**config.mk**
```make
export PLATFORM = sky130hd
export DESIGN_NAME = icap_config_ctrl
export DESIGN_NICKNAME = d
export VERILOG_FILES = /design/src/rtl/icap_config_ctrl.sv
export SDC_FILE = /design/constraint.sdc
export NUM_CORES = 1
export LEC_CHECK = 0
export ABC_AREA = 1
export CORE_UTILIZATION = 35
export CTS_CLUSTER_SIZE = 10
export DETAILED_ROUTE_END_ITERATION = 6
export PLACE_DENSITY = 0.72
export SLEW_MARGIN = 5
export SYNTH_ARGS = -nofsm -noshare
export SYNTH_HDL_FRONTEND = slang
export SYNTH_SLANG_ARGS = --single-unit
```
**constraint.sdc**
```tcl
create_clock -name CLK -period 1.78 [get_ports CLK]
set_clock_uncertainty 0.2 [all_clocks]
set_input_delay 0.356 -clock CLK [delete_from_list [all_inputs] [get_ports CLK]]
set_output_delay 0.356 -clock CLK [all_outputs]
set_load 0.02 [all_outputs]
```
**src/rtl/icap_config_ctrl.sv**
```systemverilog
// ICAP write-stream controller: emits a sync header, forwards payload words
// from a valid/ready stream, then a desync trailer, with optional per-byte bit reversal.
module icap_config_ctrl #(
  parameter int SWAP_BITS = 1,
  parameter int CNT_W     = 24
) (
  input  logic             CLK,
  input  logic             RST,
  input  logic             start,
  input  logic             abort,
  input  logic [CNT_W-1:0] word_count,
  input  logic [31:0]      din,
  input  logic             din_valid,
  output logic             din_ready,
  output logic             busy,
  output logic             done,
  output logic             error,
  output logic             icap_csib,
  output logic             icap_rdwrb,
  output logic [31:0]      icap_i
);

  typedef enum logic [2:0] {IDLE, HEAD, STREAM, TAIL, DONE} state_t;

  state_t            state_q, state_d;
  logic [1:0]        idx_q, idx_d;
  logic [CNT_W-1:0]  cnt_q, cnt_d;
  logic              error_q, error_d;
  logic              csib_q, csib_d;
  logic [31:0]       icap_i_q, icap_i_d;
  logic              word_vld;
  logic [31:0]       word;
  logic              accept;

  function automatic logic [31:0] bitswap(input logic [31:0] w);
    logic [31:0] r;
    r = '0;
    for (int unsigned k = 0; k < 4; k++) begin
      for (int unsigned j = 0; j < 8; j++) begin
        r[8*k+j] = w[8*k+7-j];
      end
    end
    return r;
  endfunction

  function automatic logic [31:0] head_word(input logic [1:0] i);
    case (i)
      2'd0:    return 32'hFFFF_FFFF;
      2'd1:    return 32'hAA99_5566;
      default: return 32'h2000_0000;
    endcase
  endfunction

  function automatic logic [31:0] tail_word(input logic [1:0] i);
    case (i)
      2'd0:    return 32'h3000_8001;
      2'd1:    return 32'h0000_000D;
      default: return 32'h2000_0000;
    endcase
  endfunction

  assign din_ready  = (state_q == STREAM) && (cnt_q != '0);
  assign accept     = din_ready && din_valid;
  assign busy       = (state_q != IDLE);
  assign done       = (state_q == DONE);
  assign error      = error_q;
  assign icap_csib  = csib_q;
  assign icap_rdwrb = 1'b0;
  assign icap_i     = icap_i_q;

  always_comb begin
    state_d  = state_q;
    idx_d    = idx_q;
    cnt_d    = cnt_q;
    error_d  = error_q;
    word_vld = 1'b0;
    word     = '0;
    case (state_q)
      IDLE: begin
        if (start) begin
          state_d = HEAD;
          idx_d   = '0;
          cnt_d   = word_count;
          error_d = 1'b0;
        end
      end
      HEAD: begin
        word_vld = 1'b1;
        word     = head_word(idx_q);
        idx_d    = idx_q + 2'd1;
        if (idx_q == 2'd3) begin
          state_d = (cnt_q == '0) ? TAIL : STREAM;
        end
      end
      STREAM: begin
        if (accept) begin
          word_vld = 1'b1;
          word     = din;
          cnt_d    = cnt_q - CNT_W'(1);
        end
        // abort still lets a same-cycle accepted word through
        if (abort) begin
          state_d = TAIL;
          error_d = 1'b1;
        end else if (accept && (cnt_q == CNT_W'(1))) begin
          state_d = TAIL;
        end
      end
      TAIL: begin
        word_vld = 1'b1;
        word     = tail_word(idx_q);
        idx_d    = idx_q + 2'd1;
        if (idx_q == 2'd3) begin
          state_d = DONE;
        end
      end
      DONE: begin
        state_d = IDLE;
      end
      default: begin
        state_d = IDLE;
      end
    endcase

    csib_d   = ~word_vld;
    icap_i_d = icap_i_q;
    if (word_vld) begin
      icap_i_d = (SWAP_BITS != 0) ? bitswap(word) : word;
    end
  end

  always_ff @(posedge CLK) begin
    if (RST) begin
      state_q  <= IDLE;
      idx_q    <= '0;
      cnt_q    <= '0;
      error_q  <= 1'b0;
      csib_q   <= 1'b1;
      icap_i_q <= '0;
    end else begin
      state_q  <= state_d;
      idx_q    <= idx_d;
      cnt_q    <= cnt_d;
      error_q  <= error_d;
      csib_q   <= csib_d;
      icap_i_q <= icap_i_d;
    end
  end

endmodule

```
==> results of run 1 <==
## cells in the final DEF, fill, tap and decap left out, types with 15 or more instances in the layout
cell             netlist  routed
a21oi_2               10      34
buf_4                  2      53
o21ai_0               30      15
inv_1                 44      39
dfxtp_1               63      56
dlygate4sd2_1          0      34
nand2_1              135     123
nand3_1               30      26
nor2_2                14      20
clkdlybuf4s50_1        0      59
nor2_1                88      72
a21oi_1               46      21
## registers in the layout (all words and copies together) (netlist names)
signal / cells
cnt_q: 24
error: 1
icap_csib: 1
icap_i: 32
idx_q: 2
state_q: 3
## worst register-to-register path, cell delays in order, from the launching register on
cell,delay (ns)
dfxtp_1,0.32
nor2_2,0.16
nand2_2,0.12
nor2_4,0.15
nand3_4,0.10
buf_6,0.14
nand3_4,0.17
nand2_8,0.13
clkbuf_16,0.20
o211a_1,0.20
## cells in the mapped netlist
master    count
a211oi_1      1
a21oi_1      46
a21oi_2      10
and2_1        3
buf_12        2
buf_2         5
buf_4         2
buf_6         2
clkbuf_1     14
conb_1        1
dfxtp_1      63
ha_1          6
inv_1        44
inv_2         2
inv_4         1
mux2i_1       2
nand2_1     135
nand2_2       1
nand2_4       3
nand3_1      30
nand3_4       2
nand3b_1      2
nand4_1       2
nor2_1       88
nor2_2       14
nor2_4        1
nor2_8        1
nor3_1        4
nor3b_1       1
nor4_1        1
o211a_1       2
o21ai_0      30
o21ai_1       2
o21bai_1      1
o31ai_1       1
or2_2         5
xnor2_1       1
xor2_1        2
## stage by stage
stage / setup TNS (ns) / std cells / setup slack, ns
finish: -6.863 / 825 / -0.2043
global route: -12.82 / 825 / -0.2784
floorplan: 0 / 533 / 0.001916
CTS: -6.532 / 816 / -0.1815
global placement: -11.03 / 795 / -0.2560
detailed placement: -13.03 / 795 / -0.2830
## how the worst max path moves through the flow
stage	cells past startpoint	slack [ns]	endpoint
after floorplan	12	0.002	icap_i[22]
after global placement	7	-0.26	icap_i[18]
after detailed placement	7	-0.28	din_ready
after CTS	8	-0.18	din_ready
after global routing	10	-0.28	cnt_q[17]
final	9	-0.20	cnt_q[2]
## power groups by stage
stage | Combinational [mW] | Clock (mW) | Sequential [mW]
6_report | 7.21 | 1.29 | 2.40
2_1_floorplan | 3.22 | 0 | 2.74
4_1_cts | 6.07 | 1.32 | 2.31
3_5_place_dp | 5.96 | 0 | 2.34
3_3_place_gp | 5.85 | 0 | 2.32
5_1_grt | 7.85 | 1.38 | 2.46
## logic make-up after synthesis
| kind of cell | count (synthesis) |
|---|---|
| compound gates | 93 |
| fa+ha+maj | 6 |
| simple gates | 293 |
| other cells | 1 |
| mux | 2 |
| xor+xnor | 3 |
| buf+inv | 72 |
| flops | 63 |
## per-layer routing
metal	part of all wire (%)	wire length [um]
met5	0	0
met4	2.2	251
met3	5.2	593
met2	51	5851
met1	41	4739
## area by class of cell
cell class              count  share of cell area, %
inverters                  47                  3.461
clock inverters             6                  1.197
repair inverters            2                 0.3047
well taps                 133                  2.895
flip-flops and latches     63                  22.09
repair buffers            166                  28.06
multi-input cells         398                  39.60
clock buffers              10                  2.394
## what timing repair did
item,in CTS,in global routing
setup buffers,3,6
resized for setup,79,103
cloned,2,4
pin swaps,7,33
setup endpoints to repair,96,63
==> results.py, run 1 <==
metrics = {
    "status": {
        "status": "complete, but fails checks",
        "failed_checks": "negative setup slack",
    },
    "critical_path": {
        "crit_fanout": 7,
        "max_stage_delay_ns": 0.32,
        "slowest_stage": "dfxtp_1",
        "rr_worst_depth": 9,
        "crit_family": "simple AND/OR/NAND/NOR gates",
        "cp.required_ns": 1.81,
        "critPathLaunch": "cnt_q[8]",
        "setup.worst_path.end_class": "register",
        "path_cells": "nor2_2 -> nand2_2 -> nor2_4 -> nand3_4 -> buf_6 -> nand3_4 -> nand2_8 -> clkbuf_16 -> o211a_1",
        "crit_path_frequent_cell": "nand3_4",
        "crit-reg2reg-launch": "cnt_q[8]",
        "rrSetupSlack_ns": -0.20,
        "cp_num_buf_inv": 2,
        "path_class": "reg -> reg",
        "arrival_ns": 2.01,
        "cp-start-kind": "register",
        "rr_endpoint": "cnt_q[2]",
    },
    "logic_synthesis": {
        "yosys.area.top_type": "dfxtp_1",
        "syn_avg_cell_area_um2": 6.629,
        "synth_top_area_share_pct": 35.69,
        "syn_area_um2": 3533,
        "synth.distinct_cells": 38,
        "synthAdderAreaFrac_pct": 2.125,
        "synth_top_family_by_area": "simple AND/OR/NAND/NOR gates",
        "ys_top_cells_by_area": "dfxtp_1, nand2_1, nor2_1",
        "synthMuxAreaShare_pct": 0.5666,
        "syn-num-nets": 600,
        "yosys_warnings": 0,
        "synth-xor-area-share_pct": 0.7436,
        "ys_seq_area_share_pct": 35.69,
        "synth_simple_gate_area_share_pct": 36.58,
        "yosys_register_bits": 63,
        "synth_cells": 533,
        "synth_compound_area_share_pct": 14.73,
    },
    "drt": {
        "postRouteAntennaNets": 0,
        "via_per_inst": 4.796,
        "vias": 3957,
        "drt-initial-drc-count": 164,
        "wl_um": 11440,
        "route.detailed.wl_per_inst_um": 13.86,
        "drc": 0,
        "dr.pass1.iters": 4,
    },
    "power_and_ir_drop": {
        "total_power_mw": 10.90,
        "power_frac_seq_pct": 22.0,
        "p_clk_share_pct": 11.8,
        "irDropWorstVdd_mv": 0.7069,
        "switching_share_pct": 46.13,
        "pwr-share-comb_pct": 66.2,
        "power.leakage_nw": 2.689,
        "intPower_mw": 5.873,
        "switching_power_mw": 5.029,
        "powerDensity_nw_per_um2": 1897,
    },
    "cts": {
        "htreeDepth": 3,
        "cts_tree": "done",
        "cts_buffers": 9,
        "max-clock-path-buffers": 2,
        "cts_hold_buf": 0,
        "cts.clk_slew.worst_paths_ns": 0.08,
        "clock-root-buffer": "clkbuf_8",
        "clock-sinks": 63,
        "clk_latency_ns": 0.34,
    },
    "timing": {
        "fin_crit_ns": 1.984,
        "fin_crit_sh_pct": 111.5,
        "grt_setup_unrepaired": "yes",
        "drv_slew": 0,
        "finalWorstSetupSlack_ns": -0.2043,
        "setup_violations": 57,
        "hold_viol": 0,
        "fmaxAchievable_mhz": 504.0,
        "hold_ws_ns": 0.2596,
    },
    "final_layout": {
        "fillers": 879,
        "areaGrowthSynthToFinish_pct": 62.68,
        "final_util_pct": 58.81,
        "antenna-diode-count": 0,
        "drive_above_1_share_pct": 31.07,
        "fin_area_um2": 5748,
        "final_nets": 754,
        "ff_latch_area_um2": 1270,
        "multi_input_area_um2": 2276,
    },
    "min_path": {
        "holdPathStages": 3,
        "hp-class": "in -> reg",
        "hp-start": "RST",
        "min_to": "cnt_q[19]",
    },
    "placement": {
        "place.gp.congestion": 0.8757,
        "placed_area_um2": 5016,
        "portBuffers": 97,
        "hpwl_um": 7390,
    },
    "die": {
        "start_util_pct": 36.15,
        "die_h_um": 102.5,
        "pin_count": 99,
        "core_um2": 9774,
        "die_w_um": 102.5,
        "dieArea_um2": 10500,
        "row_count": 36,
    },
    "grt": {
        "met3_usage_pct": 3.899,
        "grt-busiest-layer": "met2",
        "met2_usage_pct": 36.00,
        "met1_usage_pct": 25.22,
        "grt_pass1_wl_um": 16900,
        "grt_pass1_vias": 3710,
        "grt_max_degree": 42,
        "grtUsageTotal_pct": 20.58,
        "grt_overflow": 0,
        "antenna_found_initial": 0,
    },
    "flow_run": {
        "cap_violations": 0,
    },
}
(Power assumes the default switching activity.)
==> inputs of run 2 (changes only) <==
- ABC_AREA: 1 -> not set
- PLACE_DENSITY: 0.72 -> 0.73
==> run 2 against run 1 <==
The flow still finishes with violations (negative setup slack). Utilization increased by 8.5 points. Via count is 5.8% higher. Hold slack got worse by 0.099 ns. Largest cell class unchanged. Final area up 8.6%. Die area decreased by 4.6%.
==> results.py, run 2 <==
metrics = {
    "drt": {
        "dr.pass1.iters": 5,
        "drt-initial-drc-count": 374,
        "postRouteAntennaNets": 0,
        "drc": 0,
        "wl_met1_um": 5557,
        "wl_um": 14020,
        "via_per_inst": 5.568,
        "wl_met2_um": 7047,
        "vias": 4187,
        "top_layer_used": "met4",
        "wl_met3_um": 697,
        "route.detailed.wl_per_inst_um": 18.65,
    },
    "cts": {
        "htreeDepth": 3,
        "cts_tree": "done",
        "clk_latency_ns": 0.36,
        "cts.clk_slew.worst_paths_ns": 0.07,
        "max-clock-path-buffers": 2,
        "cts_buffers": 9,
        "clock-sinks": 63,
        "clock-root-buffer": "clkbuf_8",
    },
    "power_and_ir_drop": {
        "p_clk_share_pct": 28.4,
        "pwr-share-comb_pct": 35.1,
        "switching_power_mw": 1.480,
        "irDropWorstVdd_mv": 0.3812,
        "total_power_mw": 4.418,
        "intPower_mw": 2.938,
        "power.leakage_nw": 2.569,
        "switching_share_pct": 33.49,
        "powerDensity_nw_per_um2": 707.5,
        "power_frac_seq_pct": 36.5,
    },
    "timing": {
        "hold_viol": 0,
        "fin_crit_sh_pct": 133.9,
        "grt_setup_unrepaired": "yes",
        "max_slew_margin_pct": 60.85,
        "setup_violations": 60,
        "drv_slew": 0,
        "hold_ws_ns": 0.1609,
        "fin_crit_ns": 2.384,
        "finalWorstSetupSlack_ns": -0.6036,
        "tightest_slew_ns": 0.5872,
        "fmaxAchievable_mhz": 419.5,
    },
    "flow_run": {
        "cap_violations": 0,
    },
    "critical_path": {
        "rrSetupSlack_ns": -0.60,
        "arrival_ns": 2.45,
        "max_stage_delay_ns": 0.54,
        "rr_endpoint": "icap_i[21]",
        "slowest_stage": "or4_4",
        "crit_path_frequent_cell": "buf_6",
        "path_cells": "or4_4 -> nand4b_4 -> buf_6 -> o21bai_4 -> buf_6 -> clkbuf_16 -> nand3_2 -> a31oi_1",
        "cp.required_ns": 1.85,
        "crit-reg2reg-launch": "cnt_q[21]",
        "crit_family": "simple AND/OR/NAND/NOR gates",
        "setup.worst_path.end_class": "register",
        "cp_num_buf_inv": 3,
        "rr_worst_depth": 8,
        "cp-start-kind": "register",
        "path_class": "reg -> reg",
        "crit_fanout": 8,
    },
    "final_layout": {
        "antenna-diode-count": 0,
        "final_nets": 685,
        "mostFrequentLayoutCell": "buf_4",
        "final_util_pct": 67.26,
        "areaGrowthSynthToFinish_pct": 85.40,
        "largest_reg_flops": 32,
        "mostFrequentLayoutCells": "buf_4, clkdlybuf4s50_1, dfxtp_1",
        "ff_latch_area_um2": 1276,
        "fillers": 712,
        "multi_input_area_um2": 2570,
        "drive_above_1_share_pct": 42.86,
    },
    "logic_synthesis": {
        "ys_seq_area_share_pct": 37.44,
        "ys_top_cells_by_area": "dfxtp_1, nand2_1, a31oi_1",
        "synth-edff-count": 0,
        "netlist_top_cells_count": "nand2_1, dfxtp_1, a21oi_1, nand3_1, a31oi_1",
        "yosys.area.top_type": "dfxtp_1",
        "yosys_warnings": 0,
        "synth_flop_cell": "dfxtp_1",
        "syn_avg_cell_area_um2": 7.797,
        "synth_top_area_share_pct": 37.44,
        "syn-num-nets": 499,
        "synth_most_common_cell": "nand2_1",
        "synth.distinct_cells": 60,
        "async_flop_share_pct": 0,
        "synth_cells": 432,
        "yosys_register_bits": 63,
        "syn_area_um2": 3368,
    },
    "die": {
        "die_w_um": 100.1,
        "dieArea_um2": 10020,
        "core_um2": 9284,
        "row_count": 35,
        "start_util_pct": 36.28,
        "die_h_um": 100.1,
        "pin_count": 99,
    },
    "grt": {
        "grtUsageTotal_pct": 24.41,
        "grt_overflow": 0,
        "grt_pass1_wl_um": 19260,
        "grt_pass1_vias": 4003,
        "antenna_found_initial": 0,
        "grt_max_degree": 40,
    },
    "min_path": {
        "min_to": "error",
        "hp-class": "in -> reg",
        "hp-start": "RST",
        "holdPathStages": 2,
    },
    "placement": {
        "hpwl_um": 8139,
        "preCtsSetupSlack_ns": -0.6552,
        "portBuffers": 97,
        "place.gp.congestion": 0.8254,
    },
    "status": {
        "failed_checks": "negative setup slack",
        "status": "complete, but fails checks",
    },
}
-- run 2: area by class of cell --
class	count	area share, %
Timing Repair Buffer	210	32.26
Clock buffer	10	2.044
Inverter	9	0.5410
Clock inverter	6	0.9818
Sequential cell	63	20.44
Multi-Input combinational cell	325	41.15
Tap cell	129	2.585
-- run 2: worst register-to-register path: cells and delay by family, from the launching register on --
| family | cells | cell delay (ns) |
|---|---|---|
| buffers and inverters | 3 | 0.49 |
| AND/OR/NAND/NOR | 3 | 0.87 |
| AO/OA/AOI/OAI | 2 | 0.43 |
| flip-flops | 1 | 0.32 |
-- run 2: per-stage QoR --
| stage | cells | setup TNS [ns] | cell area [um2] |
|---|---|---|---|
| after global placement | 712 | -25.01 | 5341 |
| after detailed placement | 712 | -26.77 | 5341 |
| after global routing | 752 | -32.93 | 6245 |
| after CTS | 743 | -26.66 | 5764 |
| after floorplan | 432 | -10.63 | 3680 |
| final | 752 | -29.54 | 6245 |
-- run 2: worst max-delay path by stage --
stage / start / to / depth (start not counted)
final: cnt_q[21] / icap_i[21] / 8
after global routing: cnt_q[21] / icap_i[21] / 8
after CTS: cnt_q[18] / din_ready / 5
after detailed placement: cnt_q[21] / din_ready / 5
after global placement: cnt_q[21] / din_ready / 5
after floorplan: cnt_q[21] / cnt_q[23] / 5
-- run 2: logic make-up after synthesis --
logic type               count (synthesis)  share of synthesized area, %
adder cells (fa/ha/maj)                  6                         2.229
AO/OA/AOI/OAI                          130                         24.44
multiplexers                             1                        0.2972
other                                    1                        0.1113
XOR/XNOR                                 1                        0.2601
AND/OR/NAND/NOR                        185                         29.31
flip-flops                              63                         37.44
buffers and inverters                   45                         5.906
-- run 2: power by group through the flow --
stage	registers [mW]	logic (mW)	clock network (mW)
4_1_cts	1.60	1.36	1.25
6_report	1.61	1.55	1.25
5_1_grt	1.62	1.64	1.31
3_5_place_dp	1.64	1.34	0
2_1_floorplan	1.72	0.568	0
3_3_place_gp	1.63	1.32	0
-- run 2: what timing repair did --
| item | CTS | global route |
|---|---|---|
| hold buffers | 0 | 0 |
| pin swaps | 12 | 66 |
| cloned | 4 | 3 |
| endpoints found under the setup margin | 96 | 62 |
| setup buffers | 11 | 7 |
| gates resized for setup | 80 | 94 |
-- run 2: per-layer routing --
layer,track usage (%),vias up
met4,13.04,0
li1,-,1954
met1,29.64,2001
met5,0,-
met3,4.248,52
met2,41.27,180
